<file path="src/rtl/trap_commit_monitor.sv">
// rtl/trap_commit_monitor.sv - retirement monitor: ebreak/timeout/abort trap report, counters, PC trace ring
module trap_commit_monitor #(
  parameter int TIMEOUT      = 1024,
  parameter int DRAIN_CYCLES = 4,
  parameter int DEPTH        = 8
) (
  input  logic                     clock,
  input  logic                     reset,
  input  logic                     commit_valid,
  input  logic [63:0]              commit_pc,
  input  logic [31:0]              commit_inst,
  input  logic [63:0]              a0,
  input  logic                     abort_req,
  output logic                     stall_fetch,
  output logic                     exit,
  output logic [63:0]              exit_pc,
  output logic [31:0]              exit_inst,
  output logic [63:0]              exit_a0,
  output logic [1:0]               exit_cause,
  output logic [63:0]              cycle_cnt,
  output logic [63:0]              instret,
  input  logic [$clog2(DEPTH)-1:0] trace_rd_idx,
  output logic [63:0]              trace_rd_pc,
  output logic [$clog2(DEPTH):0]   trace_count
);

  localparam int AW = $clog2(DEPTH);
  localparam int IW = $clog2(TIMEOUT);
  localparam logic [31:0]   EBREAK     = 32'h0010_0073;
  localparam logic [IW-1:0] IDLE_LAST  = IW'(TIMEOUT - 2);
  localparam logic [3:0]    DRAIN_LAST = 4'(DRAIN_CYCLES - 1);
  localparam logic [AW:0]   FULL       = (AW+1)'(DEPTH);

  typedef enum logic [1:0] {RUN, DRAIN, REPORT, HALT} state_t;

  state_t          state;
  logic [63:0]     ring [DEPTH];
  logic [AW-1:0]   wr_ptr;
  logic [IW-1:0]   idle_cnt;
  logic [3:0]      drain_cnt;
  logic [63:0]     last_pc;
  logic [31:0]     last_inst;
  logic            is_ebreak;
  logic            timeout_hit;
  logic [63:0]     cur_pc;
  logic [31:0]     cur_inst;
  logic [AW-1:0]   rd_addr;

  assign is_ebreak   = commit_valid && (commit_inst == EBREAK);
  // Firing when the counter is about to step onto TIMEOUT-1 keeps it bounded there.
  assign timeout_hit = !commit_valid && (idle_cnt == IDLE_LAST);
  assign cur_pc      = commit_valid ? commit_pc : last_pc;
  assign cur_inst    = commit_valid ? commit_inst : last_inst;

  assign rd_addr     = wr_ptr - AW'(1) - trace_rd_idx;
  assign trace_rd_pc = ({1'b0, trace_rd_idx} < trace_count) ? ring[rd_addr] : 64'd0;

  always_ff @(posedge clock) begin
    if (reset) begin
      state       <= RUN;
      stall_fetch <= 1'b0;
      exit        <= 1'b0;
      exit_pc     <= '0;
      exit_inst   <= '0;
      exit_a0     <= '0;
      exit_cause  <= 2'd0;
      cycle_cnt   <= '0;
      instret     <= '0;
      trace_count <= '0;
      wr_ptr      <= '0;
      idle_cnt    <= '0;
      drain_cnt   <= '0;
      last_pc     <= '0;
      last_inst   <= '0;
      for (int i = 0; i < DEPTH; i++) ring[i] <= '0;
    end else begin
      exit <= 1'b0;
      case (state)
        RUN: begin
          cycle_cnt <= cycle_cnt + 64'd1;
          if (commit_valid) begin
            instret      <= instret + 64'd1;
            ring[wr_ptr] <= commit_pc;
            wr_ptr       <= wr_ptr + AW'(1);
            if (trace_count != FULL) trace_count <= trace_count + (AW+1)'(1);
            last_pc      <= commit_pc;
            last_inst    <= commit_inst;
            idle_cnt     <= '0;
          end else begin
            idle_cnt <= idle_cnt + IW'(1);
          end
          if (is_ebreak) begin
            exit_pc     <= commit_pc;
            exit_inst   <= commit_inst;
            exit_a0     <= a0;
            exit_cause  <= 2'd1;
            drain_cnt   <= '0;
            stall_fetch <= 1'b1;
            state       <= DRAIN;
          end else if (abort_req) begin
            exit_pc     <= cur_pc;
            exit_inst   <= cur_inst;
            exit_a0     <= 64'hFFFF_FFFF_FFFF_FFFE;
            exit_cause  <= 2'd3;
            stall_fetch <= 1'b1;
            exit        <= 1'b1;
            state       <= REPORT;
          end else if (timeout_hit) begin
            exit_pc     <= last_pc;
            exit_inst   <= last_inst;
            exit_a0     <= 64'hFFFF_FFFF_FFFF_FFFF;
            exit_cause  <= 2'd2;
            stall_fetch <= 1'b1;
            exit        <= 1'b1;
            state       <= REPORT;
          end
        end
        DRAIN: begin
          cycle_cnt <= cycle_cnt + 64'd1;
          if (drain_cnt == DRAIN_LAST) begin
            exit  <= 1'b1;
            state <= REPORT;
          end else begin
            drain_cnt <= drain_cnt + 4'd1;
          end
        end
        REPORT:  state <= HALT;
        default: state <= HALT;
      endcase
    end
  end

endmodule

</file>
<file path="config.mk">
export PLATFORM = sky130hd
export DESIGN_NAME = trap_commit_monitor
export DESIGN_NICKNAME = d
export VERILOG_FILES = /design/src/rtl/trap_commit_monitor.sv
export SDC_FILE = /design/constraint.sdc
export NUM_CORES = 1
export LEC_CHECK = 0
export BUFFER_PORTS_ARGS = -buffer_cell sky130_fd_sc_hd__buf_2
export CORE_MARGIN = 3
export CORE_UTILIZATION = 40
export CTS_BUF_LIST = sky130_fd_sc_hd__clkbuf_4 sky130_fd_sc_hd__clkbuf_8 sky130_fd_sc_hd__clkbuf_16
export CTS_CLUSTER_DIAMETER = 60
export DETAILED_ROUTE_END_ITERATION = 8
export PLACE_DENSITY = 0.71
export SLEW_MARGIN = 10
export SYNTH_ARGS = -nofsm -noshare
export SYNTH_HDL_FRONTEND = slang
export SYNTH_SLANG_ARGS = --single-unit
</file>
<file path="constraint.sdc">
create_clock -name clock -period 9.2 [get_ports clock]
set_input_delay 0.46 -clock clock [delete_from_list [all_inputs] [get_ports clock]]
set_output_delay 0.46 -clock clock [all_outputs]
set_load 0.005 [all_outputs]
</file>
### Word level (Yosys, flattened, before mapping)

Memories as Yosys holds them, arrays and structs flattened.
Cells that the tools add are included.

| cells by class | value |
|---|---|
| $add $sub $neg | 8 |
| magnitude comparators | 1 |
| equal/unequal tests | 9 |
| multiplexer cells | 40 |
| reduce and logical (&&, ||, !) cells | 13 |

Operator list:

| cell | number |
|---|---|
| $mux W64 | 9 |
| $add A64 B1 Y64 const B | 2 |
| $mux W32 | 4 |
| $reduce_or A64 Y1 | 1 |
| $eq A32 B21 Y1 const B | 1 |
| $mux W1 | 14 |
| $mux W2 | 6 |
| $add A10 B1 Y10 const B | 1 |
| $eq A10 B10 Y1 const B | 1 |
| $mux W10 | 1 |
| $add A4 B1 Y4 const B | 2 |
| $mux W4 | 2 |
| $ne A4 B4 Y1 const B | 2 |
| $pmux W4 S2 | 1 |
| $ne A2 B2 Y1 const B | 3 |
| $reduce_and A2 Y1 | 3 |
| $reduce_and A3 Y1 | 2 |
| $eq A4 B2 Y1 const B | 1 |
| $lt A3 B4 Y1 | 1 |
| $pmux W2 S2 | 1 |
| $add A3 B1 Y3 const B | 1 |
| $mux W3 | 1 |
| $reduce_bool A3 Y1 | 1 |
| $sub A3 B1 Y3 const B | 1 |
| 8 further kinds | 9 |

| storage, ports and cells | value |
|---|---|
| flip-flop bits (word level) | 411 |
| RAM bits | 512 |
| bits of input ports | 167 |
| output and inout bits | 360 |
| logic and storage cells | 87 |
| memories | 1 |

Memory list:

| memory | words | width | read ports | clocked after memory_dff | wr ports | RTL line | source |
|---|---|---|---|---|---|---|---|
| ring | 8 | 64 | 1 | 0 | 8 | 37 | `logic [63:0] ring [DEPTH];` |

### Logic depth before layout (Yosys ltp)

| logic depth | value |
|---|---|
| depth after elaboration | 6 |
| mapped depth | 10 |
| depth with buffers taken out | 7 |

### Worst setup path after synthesis

Ideal clock, no wire load.

| timing | value |
|---|---|
| path kind | input port to flip-flop |
| start | input port reset |
| end | memory ring[0][0] (enable) |
| library setup time | 0.421 ns |
| arrival | 2.626 ns |
| data required time | 8.779 ns |
| setup slack | 6.154 ns |
| stages | 4 |
| buffers on the path | 3 |
| cell sequence | clkbuf_1 clkbuf_1 clkbuf_1 a21o_1 |

RTL lines:

| what | RTL line | source |
|---|---|---|
| from (decl) | 8 | `input logic reset,` |
| to (decl) | 37 |  |

### Worst setup path after layout

| timing | value |
|---|---|
| start | register wr_ptr[0] |
| end | output port trace_rd_pc[61] |

| between the ends | value |
|---|---|
| longest elaborated chain between the ends | 4 |

RTL lines:

| what | RTL line | source |
|---|---|---|
| from (decl) | 38 | `logic [AW-1:0] wr_ptr;` |
| from (signal assigned) | 84 | `wr_ptr <= wr_ptr + AW'(1);` |
| $sub A3 B1 Y3 | 55 | `assign rd_addr = wr_ptr - AW'(1) - trace_rd_idx;` |
| $sub A3 B3 Y3 | 55 |  |
| $mem_v2 Z8 W64 | n/a |  |
| $mux W64 | 56 | `assign trace_rd_pc = ({1'b0, trace_rd_idx} < trace_count) ? ring[rd_addr] : 64'd0;` |
| to (decl) | 23 | `output logic [63:0] trace_rd_pc,` |

No other way between the ends.

==> results.json <==
{
  "status": "finished clean",
  "rr_worst_depth": 6,
  "syn-cell-area_um2": 40200,
  "arrival_ps": 4630,
  "die-area_um2": 104300,
  "routabilityCongestion": 0.8564,
  "insertion_delay_ps": 690,
  "grt_overflow_total": 0,
  "ant_nets": 0,
  "area_growth_pct": 18.44,
  "routed_wl_mm": 117.9,
  "core-area_um2": 98990,
  "dr.pass1.iters": 6,
  "via_per_inst": 5.481,
  "antenna_found_initial": 20,
  "grt_usage": 0.2213,
  "busiest_layer": "met2",
  "multiInputGateArea_um2": 15680,
  "leakage_uw": 0.01807,
  "synth_largest_area_cell": "edfxtp_1",
  "dp_hpwl_mm": 72.33,
  "max-slew-margin-rel": 0.2138,
  "maxCapViolations": 0,
  "min_path_cells": 3,
  "worstSetupStartpointType": "flop",
  "drtIter0Drc": 2266,
  "rsz0062_at_grt": "no",
  "hp-class": "input pin to flop",
  "grt_pass1_wl_mm": 177.1,
  "fillers": 8838,
  "setup_viol": 0,
  "synth-seq-cells": 923,
  "die_w_um": 323,
  "fin_skew_ps": 37.09,
  "syn_avg_cell_area_um2": 11.40,
  "grt_use_met2": 0.3637,
  "root_buffer": "clkbuf_16",
  "max-clock-path-buffers": 3,
  "yosysUniqueCellTypes": 59,
  "grt_pass1_vias": 28660,
  "drc": 0,
  "tightest_slew_ps": 1173,
  "cts.clk_slew.worst_paths_ps": 60,
  "ys_top_cells_by_area": "edfxtp_1 38%, dfxtp_1 20%, and2_1 8.1%",
  "met1_usage": 0.2789,
  "nNetsFinal": 4133,
  "fin_util": 0.4809,
  "setup-tns-final_ps": 0,
  "fin_crit_sh": 0.5535,
  "start_util": 0.4060,
  "die_y_um": 323,
  "synth_top_area_frac": 0.3825,
  "synthCells": 3526,
  "cts.sinks": 923,
  "cp-end-kind": "output port",
  "drive_above_1_share": 0.2282,
  "wl_per_cell_um": 22.11,
  "async_flop_share": 0,
  "max_freq_mhz": 196.4,
  "htreeDepth": 3,
  "hp-start": "commit_inst[28]",
  "vias": 29220,
  "timing.rr.end": "ring[3][33]$_SDFFCE_PN0P_",
  "synth-edff-count": 512,
  "min_period_ps": 5093,
  "yosysSeqAreaShare": 0.5872,
  "drv_slew": 0,
  "io_pins": 527,
  "cp.required_ps": 8740,
  "crit_type": "flop to output port",
  "grt.met3_usage": 0.06094,
  "timing_hold_violations_final": 0,
  "critPathMaxFanout": 41,
  "seq_area_um2": 23600,
  "syn_nets": 3705,
  "numCtsBuffers": 103,
  "synth_flop_cell": "edfxtp_1",
  "io_buffers": 526,
  "yosys_warnings": 0,
  "r2r_start": "state[1]$_SDFFE_PP0P_",
  "layout_common_cells": "525 x buf_2, 520 x and2_1, 512 x edfxtp_1",
  "layout_commonest_cell": "buf_2",
  "whs_endpoint": "last_inst[28]$_SDFFE_PP0P_",
  "cts_tree": "yes",
  "powerDensity_nw_per_um2": 210.7,
  "grt_max_degree": 164,
  "regToRegSetupSlack_ps": 5220,
  "row_count": 115,
  "ir_drop_uv": 155.0
}
## routing by layer
| metal | vias up | share of wire |
|---|---|---|
| li1 | 13540 | - |
| met1 | 14270 | 0.40 |
| met2 | 1166 | 0.48 |
| met3 | 234 | 0.088 |
| met4 | 18 | 0.039 |
| met5 | - | 0.0011 |
## cell usage after synthesis (all sizes together) (4+ instances only)
cell and number:
or4 21, o31ai 14, and2 521, mux2 4
edfxtp 512, or3 45, nand3 73, o21ai 42
xor2 38, clkbuf 217, nor3 222, and4 14
buf 39, nand4 45, nor2 166, nand3b 4
mux2i 96, nor4bb 4, or2 8, a211oi 96
nor2b 7, dfxtp 411, xnor2 45, nand2b 7
nand4b 5, nand2 403, mux4 128, nor4 30
inv 26, ha 11, a31oi 14, and3 9
a21oi 224
## area by class of cell
| class | instances | share of cell area |
|---|---|---|
| repair buffers | 579 | 0.06470 |
| multi-input cells | 2321 | 0.3294 |
| diodes | 9 | 0.0004731 |
| well taps | 1287 | 0.03382 |
| clock buffers | 151 | 0.06428 |
| clock inverters | 36 | 0.009540 |
| flip-flops and latches | 923 | 0.4958 |
| inverters | 26 | 0.002050 |
## cell families (layout without fill, tap and decap cells)
family          Yosys count  after routing  synth area share
xor+xnor                 83             83           0.01809
other cells               0              9                 0
simple gates           1591           1591            0.2069
fa+ha+maj                12             12          0.003922
mux                     228            228           0.09674
compound gates          407            407           0.05964
flops                   923            923            0.5872
buf+inv                 282            792           0.02755
## worst max-delay path, stage by stage (launching register included)
cell,delay (ps)
dfxtp_1,440
ha_4,220
fa_4,420
xnor2_1,530
xor2_4,790
buf_4,650
nand2_1,100
a21oi_1,540
buf_2,230
## report_power, final
group | internal (µW) | switching, µW
sequential | 4560 | 94.8
clock | 2490 | 1700
combinational | 479 | 699
total | 7530 | 2500
## state kept, by name, indices dropped and copies added (netlist names)
signal and cells:
cycle_cnt 64, drain_cnt 4, exit 1, exit_a0 64
exit_cause 2, exit_inst 32, exit_pc 64, idle_cnt 10
instret 64, last_inst 32, last_pc 64, ring 512
stall_fetch 1, state 2, trace_count 4, wr_ptr 3
## worst max-delay path by stage
| stage | startpoint | endpoint | slack, ps | cells past startpoint |
|---|---|---|---|---|
| global placement | trace_rd_idx[0] | trace_rd_pc[61] | 4720 | 10 |
| detailed placement | trace_rd_idx[0] | trace_rd_pc[61] | 4710 | 10 |
| CTS | wr_ptr[0]$_SDFFE_PP0P_ | trace_rd_pc[61] | 4120 | 8 |
| global route | wr_ptr[0]$_SDFFE_PP0P_ | trace_rd_pc[61] | 3910 | 8 |
| floorplan | reset | ring[0][0]$_SDFFCE_PN0P_ | 6150 | 4 |
| finish | wr_ptr[0]$_SDFFE_PP0P_ | trace_rd_pc[61] | 4110 | 8 |
## stage by stage
| stage | total power [µW] | instance area [µm²] | hold slack (ps) | setup slack (ps) | std cells |
|---|---|---|---|---|---|
| 2_1_floorplan | 5445 | 40200 | 435.7 | 6154 | 3526 |
| 3_3_place_gp | 5910 | 44010 | 440.6 | 4718 | 5130 |
| 3_5_place_dp | 5932 | 44010 | 445.6 | 4711 | 5130 |
| 4_1_cts | 10120 | 47590 | 0.3872 | 4118 | 5323 |
| 5_1_grt | 10390 | 47590 | 17.27 | 3906 | 5324 |
| 6_report | 10030 | 47610 | 54.29 | 4107 | 5332 |
## timing repair
action                    4_1_cts  5_1_grt
gates resized for setup         0        0
hold endpoints to repair        6        0
setup buffers                   0        0
hold buffers                    6        0
Note: power is estimated with default switching activity, not from simulation.
